--- src/rtl/hazard_forward_unit.sv ---
// -----------------------------------------------------------------------------
// hazard_forward_unit
//
// Forwarding and load-use hazard unit for a 5-stage RISC-V pipeline. It sits
// beside the ID/EX stage:
//   - Per source operand of the instruction in EX, it selects the operand
//     source: the register file, the EX/MEM result or the MEM/WB result.
//   - It detects a load in EX whose destination is read by the instruction in
//     ID. When it finds one, it holds PC and IF/ID and injects bubbles into
//     ID/EX for exactly LOAD_LAT cycles.
//
// Parameters
//   NUM_SRC    : source operands per instruction (2 = rs1/rs2, 3 adds rs3)
//   REG_ADDR_W : register address width
//   LOAD_LAT   : stall cycles per load-use hazard (1..15)
//
// Ports
//   clk             in   clock
//   rst             in   synchronous reset, active-high
//   rs_id           in   source regs of ID instruction, operand i at [i*W +: W]
//   rs_ex           in   source regs of EX instruction, same packing
//   rd_id_ex        in   destination reg of the instruction in EX
//   memread_id_ex   in   instruction in EX is a load
//   rd_ex_mem       in   destination reg in EX/MEM
//   regwrite_ex_mem in   EX/MEM writes the register file
//   rd_mem_wb       in   destination reg in MEM/WB
//   regwrite_mem_wb in   MEM/WB writes the register file
//   flush           in   branch/jump redirect, aborts any stall
//   forward         out  2 bits per operand: 00 regfile, 01 EX/MEM, 10 MEM/WB
//   stall_pc        out  hold PC
//   stall_if_id     out  hold IF/ID
//   bubble_id_ex    out  load a NOP into ID/EX
//   stall_cycles    out  count of stalled cycles (optional feature)
//
// Optional feature
//   HAZARD_STALL_CNT_EN : when defined, stall_cycles is a saturating 32-bit
//                         counter of cycles with stall_pc=1. When undefined,
//                         stall_cycles is tied to zero and no counter exists.
// -----------------------------------------------------------------------------
module hazard_forward_unit #(
    parameter int NUM_SRC    = 2,
    parameter int REG_ADDR_W = 5,
    parameter int LOAD_LAT   = 1
) (
    input  logic                          clk,
    input  logic                          rst,
    input  logic [NUM_SRC*REG_ADDR_W-1:0] rs_id,
    input  logic [NUM_SRC*REG_ADDR_W-1:0] rs_ex,
    input  logic [REG_ADDR_W-1:0]         rd_id_ex,
    input  logic                          memread_id_ex,
    input  logic [REG_ADDR_W-1:0]         rd_ex_mem,
    input  logic                          regwrite_ex_mem,
    input  logic [REG_ADDR_W-1:0]         rd_mem_wb,
    input  logic                          regwrite_mem_wb,
    input  logic                          flush,
    output logic [2*NUM_SRC-1:0]          forward,
    output logic                          stall_pc,
    output logic                          stall_if_id,
    output logic                          bubble_id_ex,
    output logic [31:0]                   stall_cycles
);

    localparam int W = REG_ADDR_W;

    // Remaining stall cycles loaded when leaving IDLE.
    localparam logic [3:0] LAT_M1 = 4'(LOAD_LAT - 1);

    localparam logic [1:0] FWD_RF  = 2'b00;
    localparam logic [1:0] FWD_EXM = 2'b01;
    localparam logic [1:0] FWD_MWB = 2'b10;

    // -------------------------------------------------------------------------
    // Forwarding
    // -------------------------------------------------------------------------
    // x0 is hardwired to zero, so a write to it is never a valid source.
    logic exm_valid;
    logic mwb_valid;

    assign exm_valid = regwrite_ex_mem && (rd_ex_mem != '0);
    assign mwb_valid = regwrite_mem_wb && (rd_mem_wb != '0);

    for (genvar i = 0; i < NUM_SRC; i++) begin : g_fwd
        logic [W-1:0] rs;
        logic [1:0]   sel;

        assign rs = rs_ex[i*W +: W];

        // EX/MEM holds the younger result, so it wins over MEM/WB.
        always_comb begin
            sel = FWD_RF;
            if (exm_valid && (rd_ex_mem == rs)) begin
                sel = FWD_EXM;
            end else if (mwb_valid && (rd_mem_wb == rs)) begin
                sel = FWD_MWB;
            end
        end

        assign forward[2*i +: 2] = sel;
    end

    // -------------------------------------------------------------------------
    // Load-use hazard detection
    // -------------------------------------------------------------------------
    logic rs_match;
    logic hz;

    always_comb begin
        rs_match = 1'b0;
        for (int i = 0; i < NUM_SRC; i++) begin
            if (rs_id[i*W +: W] == rd_id_ex) begin
                rs_match = 1'b1;
            end
        end
    end

    assign hz = memread_id_ex && (rd_id_ex != '0) && rs_match;

    // -------------------------------------------------------------------------
    // Stall FSM
    // -------------------------------------------------------------------------
    typedef enum logic {
        ST_IDLE  = 1'b0,
        ST_STALL = 1'b1
    } state_t;

    state_t     state_q, state_d;
    logic [3:0] cnt_q,   cnt_d;
    logic       stall;

    // The first stall cycle is the one in which the hazard is seen in IDLE,
    // so STALL only covers the remaining LOAD_LAT-1 cycles. Hazards seen in
    // STALL are ignored: the window length is fixed per hazard.
    always_comb begin
        state_d = state_q;
        cnt_d   = cnt_q;
        stall   = 1'b0;

        if (flush) begin
            state_d = ST_IDLE;
            cnt_d   = 4'd0;
        end else begin
            unique case (state_q)
                ST_IDLE: begin
                    if (hz) begin
                        stall = 1'b1;
                        if (LOAD_LAT > 1) begin
                            state_d = ST_STALL;
                            cnt_d   = LAT_M1;
                        end
                    end
                end
                ST_STALL: begin
                    stall = 1'b1;
                    if (cnt_q <= 4'd1) begin
                        state_d = ST_IDLE;
                        cnt_d   = 4'd0;
                    end else begin
                        cnt_d = cnt_q - 4'd1;
                    end
                end
                default: begin
                    state_d = ST_IDLE;
                    cnt_d   = 4'd0;
                end
            endcase
        end
    end

    always_ff @(posedge clk) begin
        if (rst) begin
            state_q <= ST_IDLE;
            cnt_q   <= 4'd0;
        end else begin
            state_q <= state_d;
            cnt_q   <= cnt_d;
        end
    end

    // Reset must kill a stall in the same cycle, hence the combinational gate.
    assign stall_pc     = stall && !rst;
    assign stall_if_id  = stall && !rst;
    assign bubble_id_ex = stall && !rst;

    // -------------------------------------------------------------------------
    // Stall cycle counter
    // -------------------------------------------------------------------------
`ifdef HAZARD_STALL_CNT_EN
    logic [31:0] stall_cycles_q;

    always_ff @(posedge clk) begin
        if (rst) begin
            stall_cycles_q <= 32'd0;
        end else if (stall_pc && (stall_cycles_q != 32'hFFFF_FFFF)) begin
            stall_cycles_q <= stall_cycles_q + 32'd1;
        end
    end

    assign stall_cycles = stall_cycles_q;
`else
    assign stall_cycles = 32'd0;
`endif

endmodule

--- config.mk ---
export PLATFORM = sky130hd
export DESIGN_NAME = hazard_forward_unit
export DESIGN_NICKNAME = d
export VERILOG_FILES = /design/src/rtl/hazard_forward_unit.sv
export SDC_FILE = /design/constraint.sdc
export NUM_CORES = 1
export LEC_CHECK = 0
export BUFFER_PORTS_ARGS = -buffer_cell sky130_fd_sc_hd__buf_2
export CORE_ASPECT_RATIO = 1.5
export CORE_UTILIZATION = 40
export CTS_CLUSTER_SIZE = 28
export DETAILED_ROUTE_END_ITERATION = 16
export PLACE_DENSITY_LB_ADDON = 0.25
export SLEW_MARGIN = 10
export SYNTH_ARGS = -nofsm -noshare
export SYNTH_HDL_FRONTEND = slang
export SYNTH_SLANG_ARGS = --single-unit
--- constraint.sdc ---
create_clock -name clk -period 3.8 [get_ports clk]
set_input_delay 0 -clock clk [delete_from_list [all_inputs] [get_ports clk]]
set_output_delay 0 -clock clk [all_outputs]
set_load 0.05 [all_outputs]
# Word level (Yosys, flattened, before mapping)
# Cells that the tools add are included.
# op_classes
n_reduce_logical,15
n_mux,11
eq_ne,6
order_cmp,1
n_bitwise,1
n_addsub,1
# op_table
op,n
$eq A5 B5 Y1,6
$reduce_bool A5 Y1,3
$logic_and A1 B1 Y1,9
$mux W2,4
$mux W1,5
$le A4 B1 Y1 const B,1
$mux W4,1
$sub A4 B1 Y4 const B,1
$reduce_or A3 Y1,1
$pmux W1 S2,1
$reduce_or A2 Y1,1
$logic_not A1 Y1,1
$not A1 Y1,1
# totals
inputBits,41
reg_bits,5

# Longest topological paths before layout
# logic_depth
depth_word,8
mapped_depth,6

# Least setup slack after synthesis
# No wires, ideal clock.
# synth_path
path_kind,input port to output port
startpoint,input port rd_ex_mem[4]
endpoint,output port forward[1]
n_path_buf,0
arrival_ns,2.365
stages,4
required_ns,3.800
path_slack_ns,1.435
cell_sequence,xnor2_1 nand3_1 nor4_1 nor4_2
# synth_between
elab_chain_len,4
word_cells_on_any_way,5
# synth_lines
element,line_no,rtl
start: declaration,51,"input logic [REG_ADDR_W-1:0] rd_ex_mem,"
$reduce_bool A5 Y1,79,assign exm_valid = regwrite_ex_mem && (rd_ex_mem != '0);
$logic_and A1 B1 Y1,79,
$logic_and A1 B1 Y1 (*),91,if (exm_valid && (rd_ex_mem == rs)) begin
$mux W2 (*),91,
end: declaration,56,"output logic [2*NUM_SRC-1:0] forward,"
# Mark *: on every way between the ends. The rest lies on a longest branch, timed or not.

# Final worst setup path
# layout_path
startpoint,register cnt_q[0]
endpoint,register cnt_q[1]
# layout_between
elab_chain_len,2
word_cells_on_any_way,3
# layout_lines
element,line_no,rtl
start: declaration,127,"logic [3:0] cnt_q, cnt_d;"
start signal: assignment,175,cnt_q <= cnt_d;
$sub A4 B1 Y4 or $le A4 B1 Y1 (tied branches),"158, 154",
$mux W4 (*),154,if (cnt_q <= 4'd1) begin
# Marked as above.
# A chain may end at the register's enable or synchronous reset.

==> flow_metrics.env <==
export IMPL_status="complete, no violations"
export IMPL_post_route_period_util=0.391
export IMPL_yosysTopAreaCell="buf_4"
export IMPL_ios=80
export IMPL_cts_buffer_depth=2
export IMPL_finalPower_w=0.000254
export IMPL_synth_seq_cells=5
export IMPL_drt_first_pass_iters=2
export IMPL_rsz0062_at_grt="no"
export IMPL_synthDistinctLibCells=24
export IMPL_htree_levels=1
export IMPL_min_path_type="input port to flip-flop"
export IMPL_hold_violations=0
export IMPL_viasPerCell=4.37
export IMPL_seq_area_frac_synth=0.113
export IMPL_numPortBuffers=47
export IMPL_synthesis_area_um2=888
export IMPL_drc=0
export IMPL_drt_iter0_markers=7
export IMPL_insertion_delay_ns=0.25
export IMPL_ant_nets=0
export IMPL_synth_cells=111
export IMPL_worstSetupPathType="flip-flop to flip-flop"
export IMPL_ir_drop_uv=150
export IMPL_synth_area_leaders="buf_4 (29%), xor2_1 (25%), dfxtp_1 (11%)"
export IMPL_crit_reg2reg_launch="cnt_q[0]"
export IMPL_cts_hold_buf=0
export IMPL_die_height_um=59.7
export IMPL_finalSetupViolations=0
export IMPL_rows=20
export IMPL_dpl_cell_area_mm2=0.00101
export IMPL_clock_fmax_ghz=0.672
export IMPL_critPathRequiredTime_ns=3.96
export IMPL_vias=786
export IMPL_arrival_ns=1.65
export IMPL_wl_per_cell_um=9.76
export IMPL_tns_ns=0
export IMPL_syn_area_per_cell_um2=8.00
export IMPL_drive_gt1_frac=0.342
export IMPL_slew_violations=0
export IMPL_crit_path_start_kind="flip-flop"
export IMPL_cp_max_fo=4
export IMPL_die_w_um=40.5
export IMPL_yosys_area_top_type_share=0.287
export IMPL_antenna_found_initial=0
export IMPL_grt_pass1_wl_mm=2.53
export IMPL_cts_resized=0
export IMPL_floorplan_initialDensity=0.433
export IMPL_cellLeakagePower_nw=0.529
export IMPL_core_area_mm2=0.00205
export IMPL_cts_setup_buffers=0
export IMPL_clk_pin_slew_worst_paths_ns=0.05
export IMPL_hold_start="rst"
export IMPL_crit_start="cnt_q[0]"
export IMPL_antennaDiodeCount=0
export IMPL_powerDensity_mw_per_mm2=246
export IMPL_totalWireLength_mm=1.76
export IMPL_numCtsBuffers=3
export IMPL_finClkSkew_ns=0.00473
export IMPL_cts_tree="done"
export IMPL_cts_sinks=5
export IMPL_grt_max_degree=8
export IMPL_period_needed_ns=1.49
export IMPL_fin_nets=202
export IMPL_die_area_mm2=0.00242
export IMPL_grt_usage=0.147
export IMPL_gp_congestion=0.830
export IMPL_final_area_mm2=0.00103
export IMPL_grt_overflow=0
export IMPL_first_global_vias=731
export IMPL_cts_root_buf="clkbuf_4"
export IMPL_yosys_warnings=0
export IMPL_max_cap_violations=0
export IMPL_critPathCaptureType="flip-flop"
export IMPL_post_dp_hpwl_mm=1.63
export IMPL_synthToLayoutAreaGrowth_pct=16.5
critical path, stage by stage, from the launching register on:
cell and delay, ns:
dfxtp_1 0.39, inv_1 0.06, ha_1 0.21, nor2_1 0.11, nor3_1 0.07, a211o_1 0.35, a211oi_1 0.22
registers in the layout, indices dropped and copies added (netlist names):
register	cells
state_q	1
cnt_q	4
cells by family (layout without fill, tap and decap cells):
family,Yosys count,in the layout,share of synthesized area
other cells,1,32,0.00422
compound gates,7,7,0.0563
buf+inv,37,53,0.300
fa+ha+maj,2,2,0.0282
flops,5,5,0.113
simple gates,26,26,0.173
xor+xnor,33,33,0.325
final cells by class:
cell class / instances / area (um2)
clock buffer: 4 / 26.3
sequential: 5 / 100
timing repair buffer: 47 / 235
inverter: 2 / 7.51
multi-input combinational: 100 / 638
fill: 214 / 1020
tap: 22 / 27.5
synthesized netlist by cell type, drive strengths merged:
cell / n
nor2: 9
clkbuf: 1
or4: 5
a22oi: 1
inv: 2
o211ai: 1
xor2: 25
o21ai: 3
nor3: 3
a211oi: 1
a211o: 1
xnor2: 8
nor4: 4
dfxtp: 5
buf: 34
nand2: 2
nor4b: 1
conb: 1
nand3: 2
ha: 2
through the flow:
step / std cells / setup WS, ns / hold slack [ns] / util
after CTS: 180 / 2.29 / 0.0475 / 0.504
after global placement: 176 / 2.35 / 0.300 / 0.491
after floorplan: 142 / 1.44 / 0.181 / -
after global routing: 180 / 2.23 / 0.0742 / 0.504
after detailed placement: 176 / 2.31 / 0.311 / 0.491
final: 180 / 2.31 / 0.0540 / 0.504
power by group:
part           total (W)  internal (W)  switching [W]
Combinational   0.000138     0.0000343       0.000104
Sequential     0.0000526     0.0000526              0
Clock          0.0000633     0.0000398      0.0000234
Total           0.000254      0.000127       0.000127
cell usage in the layout, fill, tap and decap left out:
master	instances
buf_2	47
conb_1	32
xor2_1	25
nor2_1	9
xnor2_1	8
dfxtp_1	5
or4_1	4
nor3_1	3
clkbuf_4	3
inv_1	2
nand2_1	2
nand3_1	2
nor4_1	2
nor4_2	2
ha_1	2
a22oi_1	1
o211ai_1	1
o21ai_0	1
or4_4	1
o21ai_2	1
o21ai_1	1
a211o_1	1
nor4b_1	1
a211oi_1	1
clkbuf_1	1
layer usage:
layer | wire, um | GRT usage | part of all wire | vias to the layer above
li1 | - | - | - | 395
met1 | 624 | 0.132 | 0.36 | 342
met2 | 1000 | 0.306 | 0.57 | 47
met5 | 0 | 0 | 0 | -
met3 | 111 | 0 | 0.063 | 2
met4 | 19 | 0.0571 | 0.011 | 0
worst paths after layout:
| check | end | slack [ns] | cells past startpoint |
|---|---|---|---|
| worst max-delay path | cnt_q[1] | 2.31 | 6 |
| worst min-delay path | state_q | 0.05 | 4 |
| worst max register to register | cnt_q[1] | 2.31 | 6 |
| worst min register to register | cnt_q[1] | 0.51 | 2 |
(Power assumes the default switching activity.)
